File: src/rtl/mul_seq_ctrl.sv
// Sequencer between EX and the two-stage array multiplier; owns HI/LO.
// Optional MADD/MSUB accumulate enabled by defining MUL_ACC_EN.
module mul_seq_ctrl #(
  parameter int          MUL_LAT  = 2,
  parameter logic [63:0] HILO_RST = 64'h0
) (
  input  logic        clk,
  input  logic        reset,
  input  logic        flush_i,
  input  logic        req_valid_i,
  output logic        req_ready_o,
  input  logic [1:0]  req_op_i,
  input  logic [31:0] req_src1_i,
  input  logic [31:0] req_src2_i,
  output logic        mul_start_o,
  output logic        mul_sign_o,
  output logic [31:0] mul_op1_o,
  output logic [31:0] mul_op2_o,
  input  logic [63:0] mul_result_i,
  input  logic        hi_we_i,
  input  logic        lo_we_i,
  input  logic [31:0] hilo_wdata_i,
  output logic        done_o,
  output logic [31:0] hi_o,
  output logic [31:0] lo_o
);

  localparam int CW = $clog2(MUL_LAT + 1);

  typedef enum logic [1:0] {
    IDLE,
    BUSY,
    DONE
  } state_t;

  state_t        state;
  state_t        state_nx;
  logic [CW-1:0] cnt;
  logic [63:0]   hilo;
  logic [63:0]   hilo_nx;
  logic [63:0]   res;
  logic          accept;
  logic          last;
  logic          commit;
  logic          sign_nx;

  assign accept = req_valid_i & req_ready_o & ~flush_i;
  assign last   = (cnt == CW'(MUL_LAT - 1));
  assign commit = (state == BUSY) & last & ~flush_i;

`ifdef MUL_ACC_EN
  logic [1:0] op;

  assign sign_nx = (req_op_i != 2'b01);

  always_ff @(posedge clk) begin
    if (reset)
      op <= 2'b00;
    else if (accept)
      op <= req_op_i;
  end

  // accumulate against the architectural value at the sampling edge
  always_comb begin
    res = mul_result_i;
    unique case (op)
      2'b10:   res = hilo + mul_result_i;
      2'b11:   res = hilo - mul_result_i;
      default: res = mul_result_i;
    endcase
  end
`else
  logic unused_op1;

  assign unused_op1 = req_op_i[1];
  assign sign_nx    = ~req_op_i[0];
  assign res        = mul_result_i;
`endif

  always_ff @(posedge clk) begin
    if (reset)
      state <= IDLE;
    else
      state <= state_nx;
  end

  always_comb begin
    state_nx    = state;
    req_ready_o = 1'b0;
    mul_start_o = 1'b0;
    done_o      = 1'b0;
    unique case (state)
      IDLE: begin
        req_ready_o = 1'b1;
        if (accept)
          state_nx = BUSY;
      end
      BUSY: begin
        mul_start_o = 1'b1;
        if (flush_i)
          state_nx = IDLE;
        else if (last)
          state_nx = DONE;
      end
      DONE: begin
        done_o   = 1'b1;
        state_nx = IDLE;
      end
      default: state_nx = IDLE;
    endcase
  end

  always_ff @(posedge clk) begin
    if (reset) begin
      cnt        <= '0;
      mul_sign_o <= 1'b0;
      mul_op1_o  <= '0;
      mul_op2_o  <= '0;
    end else if (accept) begin
      cnt        <= '0;
      mul_sign_o <= sign_nx;
      mul_op1_o  <= req_src1_i;
      mul_op2_o  <= req_src2_i;
    end else if (state == BUSY) begin
      cnt <= cnt + CW'(1);
    end
  end

  // direct MTHI/MTLO writes take priority over the product per half
  always_comb begin
    hilo_nx = commit ? res : hilo;
    if (hi_we_i)
      hilo_nx[63:32] = hilo_wdata_i;
    if (lo_we_i)
      hilo_nx[31:0] = hilo_wdata_i;
  end

  always_ff @(posedge clk) begin
    if (reset)
      hilo <= HILO_RST;
    else
      hilo <= hilo_nx;
  end

  assign hi_o = hilo[63:32];
  assign lo_o = hilo[31:0];

endmodule

File: config.mk
export PLATFORM = sky130hd
export DESIGN_NAME = mul_seq_ctrl
export DESIGN_NICKNAME = d
export VERILOG_FILES = /design/src/rtl/mul_seq_ctrl.sv
export SDC_FILE = /design/constraint.sdc
export NUM_CORES = 1
export LEC_CHECK = 0
export BUFFER_PORTS_ARGS = -buffer_cell sky130_fd_sc_hd__buf_2
export CORE_ASPECT_RATIO = 0.9
export CORE_MARGIN = 2
export CORE_UTILIZATION = 45
export CTS_CLUSTER_DIAMETER = 150
export DETAILED_ROUTE_END_ITERATION = 10
export GPL_TIMING_DRIVEN = 0
export HOLD_SLACK_MARGIN = 0.15
export PLACE_DENSITY = 0.8
export SLEW_MARGIN = 20
export SYNTH_ARGS = -nofsm -noshare
export SYNTH_HDL_FRONTEND = slang
export SYNTH_SLANG_ARGS = --single-unit
File: constraint.sdc
create_clock -name clk -period 3.5 [get_ports clk]
set_clock_uncertainty 0.05 [all_clocks]
set_input_delay 0.175 -clock clk [delete_from_list [all_inputs] [get_ports clk]]
set_output_delay 0.175 -clock clk [all_outputs]
set_load 0.02 [all_outputs]
==> impl_metrics.csv, run 1 <==
group,metric,value,unit
timing,tightest_slew,799,ps
clocking,postCtsSetupBuffers,0,
critical_path,arrival,2160,ps
cells_and_area,instances_no_fill,1271,
route,vias,7089,
critical_path,cpMaxStageDelayCell,"dlygate4sd3_1",
logic_synthesis,synth_warnings,0,
critical_path,cp_max_fo,10,
critical_path,path_class,"in2reg",
pwr,p_leak,0.00449,uW
critical_path,cp_cell_sequence,"dlygate4sd3_1, buf_2, nor4b_2, buf_2, buf_4, nand2_1, a21oi_1",
place,io_buffers,297,
logic_synthesis,netlist_area,0.00563,sq mm
critical_path,cp-end-kind,"flip-flop",
logic_synthesis,async_reset_ff_share,0,%
floorplan,die_height,110,um
timing,clock.fmax,534,MHz
logic_synthesis,synth_ff_type,"dfxtp_1",
clocking,cts_num_sinks,133,
logic_synthesis,netlist_instances,595,
timing,slew_headroom,46.7,%
route,drtIter0Drc,589,
floorplan,die_w,122,um
grt,antenna_found_initial,0,
route,drc,0,
route,wl_per_cell,20.5,um
timing,min_period,1870,ps
floorplan,start_util,46.5,%
logic_synthesis,synth_edf_count,0,
grt,grt_pass1_vias,7418,
logic_synthesis,synth_top_area_share,47.3,%
timing,fin_crit_sh,53.5,%
floorplan,row_count,38,
route,vias_per_cell,5.58,
logic_synthesis,yosysTopAreaCell,"dfxtp_1",
grt,grt_pass1_wl,37.8,mm
clocking,clk-insertion-delay-late,420,ps
route,top_layer_used,"met4",
cells_and_area,layout.nets,1266,
pwr,ir_worst_vdd,384,uV
route,wl,26.1,mm
logic_synthesis,ys_seq_area_share,47.3,%
cells_and_area,drive_gt1_share,38.0,%
place,placed_area,0.00732,sq mm
critical_path,cp.required,3780,ps
route,ant_nets,0,
place,gp_congestion,0.781,
critical_path,startpoint_type,"primary input",
status,outcome,"completed",
clocking,cts_buffer_depth,2,
grt,overflow,0,
cells_and_area,area_growth,74.0,%
logic_synthesis,synth_area_per_cell,9.47,sq um
cells_and_area,finish.utilization,80.9,%
floorplan,io-pin-count,300,
logic_synthesis,ys_types,23,
cells_and_area,fin_area,0.00980,sq mm
timing,drv_slew,0,
logic_synthesis,synth_area_leaders,"dfxtp_1 47%, a211oi_2 13%, mux2i_1 11%",
logic_synthesis,ys_top_cells_by_count,"133 x dfxtp_1, 128 x nand2_1, 65 x a21oi_1, 65 x nor3_1, 64 x mux2i_1",
clocking,htreeDepth,4,
pwr,p_per_area,458,mW/mm^2
logic_synthesis,synthesis.nets,764,
place,dp_cells,1052,
floorplan,coreArea,0.0121,sq mm
critical_path,critical-path-max-stage-delay,530,ps
pwr,totalPowerFinal,4490,uW
logic_synthesis,post-synth-top-count-cell,"dfxtp_1",
route,met3WireLength,2.70,mm
timing,rsz0062_at_grt,"false",
route,firstDrtPassIters,7,
clocking,cts_buffers,17,
cells_and_area,fillCellCount,639,
floorplan,die-area,0.0134,sq mm
route,dr_wl_met2,13.1,mm
clocking,cts-root-buf,"clkbuf_16",
route,drt-met1-wl,8.62,mm
clocking,cts_tree,"done",
timing,setup_viol,0,
critical_path,cp_common_cell,"buf_2",
hold_path,hp-class,"in2reg",
clocking,clkTransAtPathRegs,60,ps
timing,hold_violations,0,
place,hpwl,13.3,mm
grt,grt_use_total,37.0,%
grt,grt_max_degree,17,
run,drv_cap,0,
timing,setup_tns,0,ps
logic_synthesis,synth-seq-cells,133,
-- cells in the final DEF, fill, tap and decap left out, drive strengths merged --
cell type / synthesis / layout
a2111oi: 1 / 1
nor2: 3 / 3
and4bb: 1 / 1
or2: 2 / 2
dfxtp: 133 / 133
nand2: 128 / 128
a21oi: 65 / 65
nor2b: 1 / 1
dlygate4sd3: 0 / 186
or3: 1 / 1
or4b: 1 / 1
mux2i: 64 / 64
nor4b: 2 / 2
ha: 1 / 1
clkinv: 0 / 3
xnor2: 1 / 1
inv: 2 / 8
a211oi: 65 / 65
diode: 0 / 1
clkinvlp: 0 / 3
buf: 32 / 329
clkbuf: 26 / 43
nand2b: 1 / 1
bufinv: 0 / 3
nor3: 65 / 65
-- flip-flops by register name, indices dropped and copies added, names as in the netlist --
signal      cells
cnt             2
hilo           64
state           2
mul_sign_o      1
mul_op2_o      32
mul_op1_o      32
-- metal layers --
layer / GRT usage (%) / vias up
li1: - / 3099
met1: 35.7 / 3304
met2: 66.0 / 533
met3: 13.4 / 153
met4: 26.2 / 0
met5: 0 / -
-- through the flow --
step | hold WS, ps | setup WS, ps
2_1_floorplan | 202 | 1990
3_3_place_gp | 306 | 1800
3_5_place_dp | 319 | 1740
4_1_cts | 152 | 1690
5_1_grt | 168 | 1530
6_report | 178 | 1630
-- worst max-delay path, delay by kind of cell --
| kind | cells | cell delay, ps |
|---|---|---|
| AO/OA/AOI/OAI | 1 | 170 |
| buffers and inverters | 4 | 1260 |
| AND/OR/NAND/NOR | 2 | 540 |
-- power by group --
group          leakage, uW  switching, uW  internal [uW]
sequential         0.00110           57.1           1610
clock             0.000293            758           1140
combinational      0.00310            495            426
total              0.00449           1310           3180
-- worst paths after layout --
kind | from | depth (start not counted) | end | slack (ps)
max | flush_i | 7 | mul_op2_o[25] | 1630
min | mul_result_i[32] | 3 | hilo[32] | 180
max reg2reg | state[1] | 5 | mul_op2_o[25] | 1640
min reg2reg | mul_op1_o[0] | 2 | mul_op1_o[0] | 400
-- kinds of logic after synthesis --
kind of cell	Yosys count	share of synthesized area (%)
AO/OA/AOI/OAI	131	19.9
adder cells (fa/ha/maj)	1	0.222
XOR/XNOR	1	0.155
buffers and inverters	60	5.20
multiplexers	64	11.4
AND/OR/NAND/NOR	205	15.9
flip-flops	133	47.3
-- cell type report --
class                   count  area [sq um]  area share [%]
repair buffers            483          3350            34.2
multi-input cells         402          2680            27.3
flip-flops and latches    133          2660            27.2
clock buffers              17           425            4.34
plain buffers              58           285            2.91
well taps                 160           200            2.04
clock inverters            15           194            1.98
inverters                   2          7.51          0.0766
diodes                      1          2.50          0.0255
-- what timing repair did --
| item | in CTS | in global routing |
|---|---|---|
| hold buffers | 186 | 0 |
| resized for setup | 0 | 0 |
| hold endpoints to repair | 130 | 0 |
(Power assumes the default switching activity.)
==> run 2, diff against run 1 <==
--- a/config.mk
+++ b/config.mk
@@ -5,6 +5,7 @@
 export SDC_FILE = /design/constraint.sdc
 export NUM_CORES = 1
 export LEC_CHECK = 0
+export ABC_AREA = 1
 export BUFFER_PORTS_ARGS = -buffer_cell sky130_fd_sc_hd__buf_2
 export CORE_ASPECT_RATIO = 0.9
 export CORE_MARGIN = 2
@@ -13,7 +14,7 @@
 export DETAILED_ROUTE_END_ITERATION = 10
 export GPL_TIMING_DRIVEN = 0
 export HOLD_SLACK_MARGIN = 0.15
-export PLACE_DENSITY = 0.8
+export PLACE_DENSITY = 0.79
 export SLEW_MARGIN = 20
 export SYNTH_ARGS = -nofsm -noshare
 export SYNTH_HDL_FRONTEND = slang
==> constraint.sdc (replaced) <==
create_clock -name clk -period 1.75 [get_ports clk]
set_clock_uncertainty 0.05 [all_clocks]
set_input_delay 0.0875 -clock clk [delete_from_list [all_inputs] [get_ports clk]]
set_output_delay 0.0875 -clock clk [all_outputs]
set_load 0.02 [all_outputs]
==> impl_metrics.csv, run 2 <==
group,metric,value,unit
critical_path,rr_endpoint,"hilo[26]",
logic_synthesis,yosysTopAreaCell,"dfxtp_1",
grt,grt_use_total,37.6,%
critical_path,path_class,"reg2reg",
pwr,ir_worst_vdd,784,uV
logic_synthesis,synth_area_leaders,"dfxtp_1 44%, nand2_1 16%, nor2_1 12%",
critical_path,cp.depth,8,
logic_synthesis,synth_top_area_share,44.3,%
cells_and_area,finish.utilization,78.1,%
status,outcome,"completed",
critical_path,cpMaxStageDelayCell,"dfxtp_1",
grt,overflow,0,
critical_path,cp_cell_sequence,"inv_1, ha_1, nand4_1, buf_4, buf_2, nand3_1, nand2_1, nor2_1",
logic_synthesis,ys_types,22,
clocking,cts_num_sinks,133,
cells_and_area,fin_area,0.0103,sq mm
timing,finalWorstSetupSlack,81.5,ps
logic_synthesis,ys_seq_area_share,44.3,%
cells_and_area,fillCellCount,867,
floorplan,io-pin-count,300,
cells_and_area,top_register,"hilo",
logic_synthesis,synth-seq-cells,133,
logic_synthesis,netlist_instances,934,
cells_and_area,most-common-layout-cells,"328 x buf_2, 261 x nand2_1, 197 x nor2_1, 196 x dlygate4sd3_1, 133 x dfxtp_1",
cells_and_area,num_antenna_cells,0,
route,firstDrtPassIters,6,
cells_and_area,layout.nets,1614,
critical_path,startpoint,"cnt[1]",
timing,tightest_slew,579,ps
floorplan,row_count,40,
logic_synthesis,ys_top_cells_by_count,"261 x nand2_1, 197 x nor2_1, 133 x dfxtp_1",
cells_and_area,reg.largest.list,"hilo: 64 flops, mul_op1_o: 32 flops, mul_op2_o: 32 flops",
critical_path,reg2reg_slack,80,ps
timing,fin_crit_sh,95.3,%
clocking,cts_tree,"done",
floorplan,die-area,0.0143,sq mm
hold_path,hp-class,"in2reg",
floorplan,die_height,114,um
critical_path,path_buf_inv,3,
cells_and_area,multiInputGateArea,0.00275,sq mm
cells_and_area,seq_area,0.00266,sq mm
critical_path,reg2regPathDepth,8,
critical_path,cp.required,2010,ps
clocking,cts_buffers,17,
place,io_buffers,296,
clocking,cts_buffer_depth,2,
timing,min_period,1670,ps
place,gp_congestion,1.02,
logic_synthesis,netlist_area,0.00601,sq mm
cells_and_area,drive_gt1_share,25.9,%
timing,hold_ws,238,ps
logic_synthesis,synthesis.nets,1103,
grt,grt_pass1_vias,8238,
grt,grt_max_degree,17,
timing,hold_violations,0,
critical_path,critical-path-max-stage-delay,330,ps
logic_synthesis,async_reset_ff_share,0,%
place,hpwl,16.4,mm
route,vias_per_cell,5.21,
place,placed_area,0.00770,sq mm
route,wl_per_cell,17.1,um
critical_path,startpoint_type,"flip-flop",
cells_and_area,final_common_cell,"buf_2",
critical_path,cp_max_fo,10,
critical_path,rr_startpoint,"cnt[1]",
place,pre_cts_ws,147,ps
route,drc,0,
pwr,p_per_area,898,mW/mm^2
logic_synthesis,synth_edf_count,0,
route,met3WireLength,2.47,mm
route,drt-met1-wl,10.7,mm
logic_synthesis,post-synth-top-count-cell,"nand2_1",
logic_synthesis,synth_warnings,0,
critical_path,crit_family,"buffers and inverters",
logic_synthesis,synth_area_per_cell,6.44,sq um
floorplan,start_util,45.5,%
timing,setup_viol,0,
route,ant_nets,0,
route,top_layer_used,"met4",
cells_and_area,area_growth,71.7,%
clocking,htreeDepth,4,
cells_and_area,largest_reg_flops,64,
logic_synthesis,synth_ff_type,"dfxtp_1",
grt,antenna_found_initial,0,
pwr,totalPowerFinal,9270,uW
run,drv_cap,0,
pwr,p_leak,0.00544,uW
clocking,cts-root-buf,"clkbuf_16",
timing,drv_slew,0,
critical_path,arrival,1930,ps
grt,grt_pass1_wl,42.3,mm
critical_path,cp-end-kind,"flip-flop",
clocking,clkTransAtPathRegs,60,ps
route,wl,27.7,mm
critical_path,crit_end,"hilo[26]",
timing,slew_headroom,61.4,%
route,vias,8465,
route,drtIter0Drc,1074,
clocking,clk-insertion-delay-late,420,ps
timing,clock.fmax,599,MHz
route,dr_wl_met2,13.1,mm
floorplan,die_w,126,um
floorplan,coreArea,0.0132,sq mm
## run 2: where the power goes
part	leakage [uW]	switching, uW	internal, uW	total (uW)
registers	0.00110	125	3250	3380
logic	0.00404	1140	901	2040
clock network	0.000301	1420	2440	3850
## run 2: per-layer routing
metal / vias up / global-route usage, %
met5: - / 0
met4: 0 / 22.7
met3: 129 / 8.91
met2: 579 / 60.9
met1: 3831 / 45.6
li1: 3926 / -
## run 2: logic make-up after synthesis
logic type / synth area share (%)
compound gates: 10.8
xor+xnor: 0.146
fa+ha+maj: 0.208
buf+inv: 10.1
flops: 44.3
simple gates: 34.5
## run 2: through the flow
stage / instances / TNS, ps
final: 1626 / 0
after global routing: 1626 / -9.12
after CTS: 1626 / 0
after detailed placement: 1398 / 0
after global placement: 1398 / 0
after floorplan: 934 / 0
## run 2: worst min path at each step
stage	start	endpoint	slack (ps)	cells past startpoint
after floorplan	reset	state[0]	110	1
after global placement	reset	state[0]	260	2
after detailed placement	reset	state[0]	260	2
after CTS	req_valid_i	mul_op1_o[7]	210	6
after global routing	req_valid_i	mul_op1_o[10]	270	6
final	req_valid_i	mul_op1_o[1]	240	5
## run 2: worst register-to-register path, delay by kind of cell (launching register included)
family	cells	cell delay (ps)
fa+ha+maj	1	190
buf+inv	3	530
flops	1	330
simple gates	4	450
## run 2: layout make-up
cell class	count	share of cell area, %
timing repair buffer	492	33.4
multi-input combinational	659	26.6
sequential	133	25.8
clock buffer	22	4.79
buffer	70	3.36
inverter	72	2.62
tap	168	2.04
clock inverter	10	1.38
## run 2: what timing repair did
item | CTS | global route
endpoints found under the setup margin | 0 | 26
setup buffers | 0 | 0
gates resized for setup | 0 | 13
hold endpoints to repair | 132 | 0
hold buffers | 196 | 0
